$ cat config.mk
export PLATFORM = sky130hd
export DESIGN_NAME = rca_word_sequencer_flat
export DESIGN_NICKNAME = d
export VERILOG_FILES = /design/src/rtl/rca_word_sequencer_if.sv /design/src/rtl/rca_word_sequencer.sv /design/src/flat_wrapper.sv
export SDC_FILE = /design/constraint.sdc
export NUM_CORES = 1
export LEC_CHECK = 0
export ABC_CLOCK_PERIOD_IN_PS = 4550
export CAP_MARGIN = 10
export CORE_UTILIZATION = 40
export CTS_BUF_LIST = sky130_fd_sc_hd__clkbuf_2
export CTS_CLUSTER_DIAMETER = 150
export DETAILED_ROUTE_END_ITERATION = 10
export PLACE_DENSITY = 0.66
export SLEW_MARGIN = 0
export SYNTH_ARGS = -nofsm -noshare
export SYNTH_HDL_FRONTEND = slang
export SYNTH_SLANG_ARGS = --single-unit
$ cat constraint.sdc
create_clock -name clk -period 4.55 [get_ports clk]
set_clock_uncertainty 0.05 [all_clocks]
set_input_delay 1.365 -clock clk [delete_from_list [all_inputs] [get_ports clk]]
set_output_delay 1.365 -clock clk [all_outputs]
set_load 0.02 [all_outputs]
$ cat src/rtl/rca_word_sequencer_if.sv
// rca_word_sequencer_if: operand and result valid/ready channels of the nibble-serial word adder
interface rca_word_sequencer_if #(parameter int WIDTH = 16);
    logic             in_valid, in_ready, cin, sub;
    logic             out_valid, out_ready, cout, ovf;
    logic [WIDTH-1:0] a, b, sum;
    modport master (output in_valid, a, b, cin, sub, out_ready,
                    input  in_ready, out_valid, sum, cout, ovf);
    modport slave  (input  in_valid, a, b, cin, sub, out_ready,
                    output in_ready, out_valid, sum, cout, ovf);
endinterface

$ cat src/rtl/rca_word_sequencer.sv
// rca_word_sequencer: WIDTH-bit add/sub built from one 4-bit ripple-carry adder, one nibble per cycle
module ripple_carry_adder (
    input  logic [3:0] a,
    input  logic [3:0] b,
    input  logic       cin,
    output logic [3:0] sum,
    output logic       cout
);
    logic [4:0] c;
    assign c[0] = cin;
    for (genvar i = 0; i < 4; i++) begin : g_fa
        assign sum[i]   = a[i] ^ b[i] ^ c[i];
        assign c[i + 1] = (a[i] & b[i]) | (c[i] & (a[i] ^ b[i]));
    end
    assign cout = c[4];
endmodule

module rca_word_sequencer #(parameter int WIDTH = 16) (
    input logic               clk,
    input logic               rst_n,
    rca_word_sequencer_if.slave bus
);
    localparam int NIBS = WIDTH / 4;
    localparam int IW = $clog2(NIBS);
    localparam logic [IW-1:0] LAST = IW'(NIBS - 1);
    typedef enum logic [1:0] {IDLE, RUN, DONE} state_t;
    state_t           state;
    logic [IW-1:0]    idx;
    logic             carry, cout_r, ovf_r, nib_cout;
    logic [WIDTH-1:0] a_reg, b_reg, sum_r;
    logic [3:0]       nib_sum;
    logic [3:0]       a_nib [NIBS];
    logic [3:0]       b_nib [NIBS];
    for (genvar n = 0; n < NIBS; n++) begin : g_nib
        assign a_nib[n] = a_reg[4*n +: 4];
        assign b_nib[n] = b_reg[4*n +: 4];
    end
    ripple_carry_adder u_rca (
        .a    (a_nib[idx]),
        .b    (b_nib[idx]),
        .cin  (carry),
        .sum  (nib_sum),
        .cout (nib_cout)
    );
    // Subtraction is folded in at accept time: B is stored inverted and the carry preloaded with 1.
    always_ff @(posedge clk or negedge rst_n) begin
        if (!rst_n) begin
            state  <= IDLE;
            idx    <= '0;
            carry  <= 1'b0;
            a_reg  <= '0;
            b_reg  <= '0;
            sum_r  <= '0;
            cout_r <= 1'b0;
            ovf_r  <= 1'b0;
        end else begin
            case (state)
                IDLE: if (bus.in_valid) begin
                    a_reg <= bus.a;
                    b_reg <= bus.sub ? ~bus.b : bus.b;
                    carry <= bus.sub | bus.cin;
                    sum_r <= '0;
                    idx   <= '0;
                    state <= RUN;
                end
                RUN: begin
                    sum_r <= sum_r | (WIDTH'(nib_sum) << {idx, 2'b00});
                    carry <= nib_cout;
                    if (idx == LAST) begin
                        cout_r <= nib_cout;
                        ovf_r  <= (a_reg[WIDTH-1] == b_reg[WIDTH-1]) && (nib_sum[3] != a_reg[WIDTH-1]);
                        state  <= DONE;
                    end else begin
                        idx <= idx + 1'b1;
                    end
                end
                DONE: if (bus.out_ready) state <= IDLE;
                default: state <= IDLE;
            endcase
        end
    end
    assign bus.in_ready  = state == IDLE;
    assign bus.out_valid = state == DONE;
    assign bus.sum       = sum_r;
    assign bus.cout      = cout_r;
    assign bus.ovf       = ovf_r;
endmodule

$ cat src/flat_wrapper.sv
// flat-port wrapper written by rule: the top's interface ports become plain ports
module rca_word_sequencer_flat 
#(parameter int WIDTH = 16)
  (clk, rst_n, bus_in_valid, bus_a, bus_b, bus_cin, bus_sub, bus_out_ready, bus_in_ready, bus_out_valid, bus_sum, bus_cout, bus_ovf);
  rca_word_sequencer_if #(.WIDTH(WIDTH)) bus_i ();
  input logic clk;
  input logic rst_n;
  input wire logic [$bits(bus_i.in_valid)-1:0] bus_in_valid;
  input wire logic [$bits(bus_i.a)-1:0] bus_a;
  input wire logic [$bits(bus_i.b)-1:0] bus_b;
  input wire logic [$bits(bus_i.cin)-1:0] bus_cin;
  input wire logic [$bits(bus_i.sub)-1:0] bus_sub;
  input wire logic [$bits(bus_i.out_ready)-1:0] bus_out_ready;
  output wire logic [$bits(bus_i.in_ready)-1:0] bus_in_ready;
  output wire logic [$bits(bus_i.out_valid)-1:0] bus_out_valid;
  output wire logic [$bits(bus_i.sum)-1:0] bus_sum;
  output wire logic [$bits(bus_i.cout)-1:0] bus_cout;
  output wire logic [$bits(bus_i.ovf)-1:0] bus_ovf;
  assign bus_i.in_valid = bus_in_valid;
  assign bus_i.a = bus_a;
  assign bus_i.b = bus_b;
  assign bus_i.cin = bus_cin;
  assign bus_i.sub = bus_sub;
  assign bus_i.out_ready = bus_out_ready;
  assign bus_in_ready = bus_i.in_ready;
  assign bus_out_valid = bus_i.out_valid;
  assign bus_sum = bus_i.sum;
  assign bus_cout = bus_i.cout;
  assign bus_ovf = bus_i.ovf;
  rca_word_sequencer #(.WIDTH(WIDTH)) u_core (.clk(clk), .rst_n(rst_n), .bus(bus_i));
endmodule
==> results.ini <==
[outcome]
status = completed

[grt]
grt_pass1_vias = 1712
antenna_found_initial = 0
grt_util_all_layers_pct = 16.13
grt_pass1_wl_um = 8093
grt_overflow = 0
grt_max_degree = 67

[route]
drcViolationCount = 0
vias = 1784
wl_per_cell_um = 13.14
dr.pass1.iters = 4
wirelength_um = 4836
vias_per_cell = 4.848
drtAntennaViolNets = 0
dr.first_iter.drc_count = 113

[synthesis]
synth.net_count = 283
yosysWarningCount = 0
ys_seq_area_share_pct = 52.99
synth_seq_cells = 55
syn_area_per_cell_um2 = 10.82
syn_inst = 240
synth.cell_area_um2 = 2597
synthDistinctLibCells = 28

[final_layout]
area_growth_pct = 23.36
diodes = 0
layout_commonest_cell = nand2_1
nNetsFinal = 335
layout_common_cells = 74 x nand2_1, 56 x clkdlybuf4s50_1, 55 x dfrtp_1
drive_gt1_share_pct = 8.532

[clock_tree]
cts.clk_slew.worst_paths_ns = 0.25
hold_buffers = 0
cts_tree = yes
cts_buffers = 5
ctsResizeCount = 0
clk_latency_ns = 0.44
htree_levels = 2
cts_root_buf = clkbuf_2
clock-sinks = 55
clock_path_buffers = 2
cts_setup_buffers = 0

[die]
ios = 58
initial_core_util_pct = 42.61
die_h_um = 82.59
std_cell_rows = 28
die-width_um = 82.59
die_area_um2 = 6820
core-area_um2 = 6096

[sta]
hold_slack_ns = 0.4591
rsz0062_at_grt = no
hold_violations = 0
setup_viol = 0
maxSlewHeadroom_pct = 39.14
fin_ws_ns = 1.098
tightest_slew_ns = 0.9100
fin_setup_tns_ns = 0
finalCritPeriodShare_pct = 75.86
slew_violations = 0
min_period_ns = 3.452
clock.fmax_mhz = 289.7

[critical_path]
slowest_stage = dfrtp_1
critPathBufInv = 4
cp_max_fo = 18
end_kind = flip-flop
critical_path.top_delay_family = adder cells
critical_path_class = reg2reg
critPathArrivalTime_ns = 3.77
cp_cell_sequence = mux4_2 > inv_1 > fa_1 > inv_1 > fa_1 > inv_1 > fa_1 > inv_1 > fa_1 > nand2b_1 > o22ai_1 > mux2_2
reg2regPathDepth = 12
worst_path_largest_cell_delay_ns = 0.88
crit_cells = 12
start_kind = flip-flop
required_ns = 4.87

[placement]
place_hpwl_um = 3625
globalplace.congestion = 0.7951
port_buffers = 57
dpl_worst_slack_ns = 1.076

[run]
maxCapViolCount = 0

[worst_hold_path]
hold_path_class = reg2reg
whs_path_depth = 2

[power]
powerDensity_nw_per_um2 = 696.8
p_leak_uw = 0.001447
ir_drop_mv = 0.3227

where the power goes:
| part | switching, uW | total, uW | internal, uW |
|---|---|---|---|
| logic | 592 | 1160 | 565 |
| clock network | 144 | 186 | 41.8 |
| registers | 183 | 890 | 707 |
| total | 919 | 2230 | 1310 |
worst min-delay path, cell delays in order (launching register included):
cell     delay, ns
dfrtp_1       0.40
nand2_1       0.05
nand2_1       0.05
worst paths after layout:
path                                   from                to  slack, ns
max in group asynchronous             rst_n   u_core.b_reg[8]       2.86
setup / recovery              u_core.idx[0]    u_core.bus.ovf       1.10
min in group asynchronous             rst_n   u_core.a_reg[0]       0.81
hold reg to reg            u_core.a_reg[14]  u_core.a_reg[14]       0.46
hold / removal             u_core.a_reg[14]  u_core.a_reg[14]       0.46
setup reg to reg              u_core.idx[0]    u_core.bus.ovf       1.10
metal layers:
metal  wire length, um  global-route usage (%)  part of all wire, %
met5                 0                       0                    0
met2              2209                   25.37                   46
met1              2269                   21.27                   47
met4               101                   7.069                  2.1
met3               257                   3.846                  5.3
cells by family (layout without fill, tap and decap cells):
logic type	after synthesis	in the layout	share of synthesized area (%)
adder cells (fa/ha/maj)	5	5	3.565
buffers and inverters	24	77	5.588
AND/OR/NAND/NOR	93	93	15.56
flip-flops	55	55	52.99
AO/OA/AOI/OAI	36	36	8.671
XOR/XNOR	16	16	5.395
multiplexers	11	11	8.237
synthesized netlist by cell type:
library cell / count / area, um2
nand2_1: 74 / 277.8
dfrtp_1: 55 / 1376
o21ai_1: 20 / 100.1
xnor2_1: 16 / 140.1
inv_1: 10 / 37.54
a22o_1: 9 / 78.83
mux4_2: 8 / 180.2
buf_6: 6 / 67.56
buf_2: 5 / 25.02
o21ai_0: 5 / 25.02
fa_1: 4 / 80.08
mux2_2: 3 / 33.78
nand2b_1: 3 / 18.77
nor2_1: 3 / 11.26
nor3b_1: 3 / 22.52
clkbuf_1: 2 / 7.510
nand3b_1: 2 / 15.01
nor3_1: 2 / 10.01
a311oi_2: 1 / 15.01
and2b_1: 1 / 7.510
and3_1: 1 / 6.260
buf_4: 1 / 7.510
ha_1: 1 / 12.51
nand3_1: 1 / 5.000
nor3b_2: 1 / 12.51
o22ai_1: 1 / 6.260
or3_1: 1 / 6.260
or3b_4: 1 / 11.26
per-stage QoR:
stage / total power [uW] / area, um2 / utilization, % / cells
final: 2233 / 3204 / 52.57 / 368
after global routing: 2449 / 3204 / 52.57 / 368
after CTS: 2257 / 3204 / 52.57 / 368
after detailed placement: 2077 / 3164 / 51.91 / 360
after global placement: 2048 / 3164 / 51.91 / 360
after floorplan: 1734 / 2597 / - / 240
cell type report:
cell class | count | area [um2]
Clock buffer | 7 | 35.03
Sequential cell | 55 | 1376
Inverter | 10 | 37.54
Fill cell | 577 | 2892
Tap cell | 75 | 93.84
Multi-Input combinational cell | 161 | 1076
Clock inverter | 1 | 5.005
Timing Repair Buffer | 59 | 580.6
(Power assumes the default switching activity.)
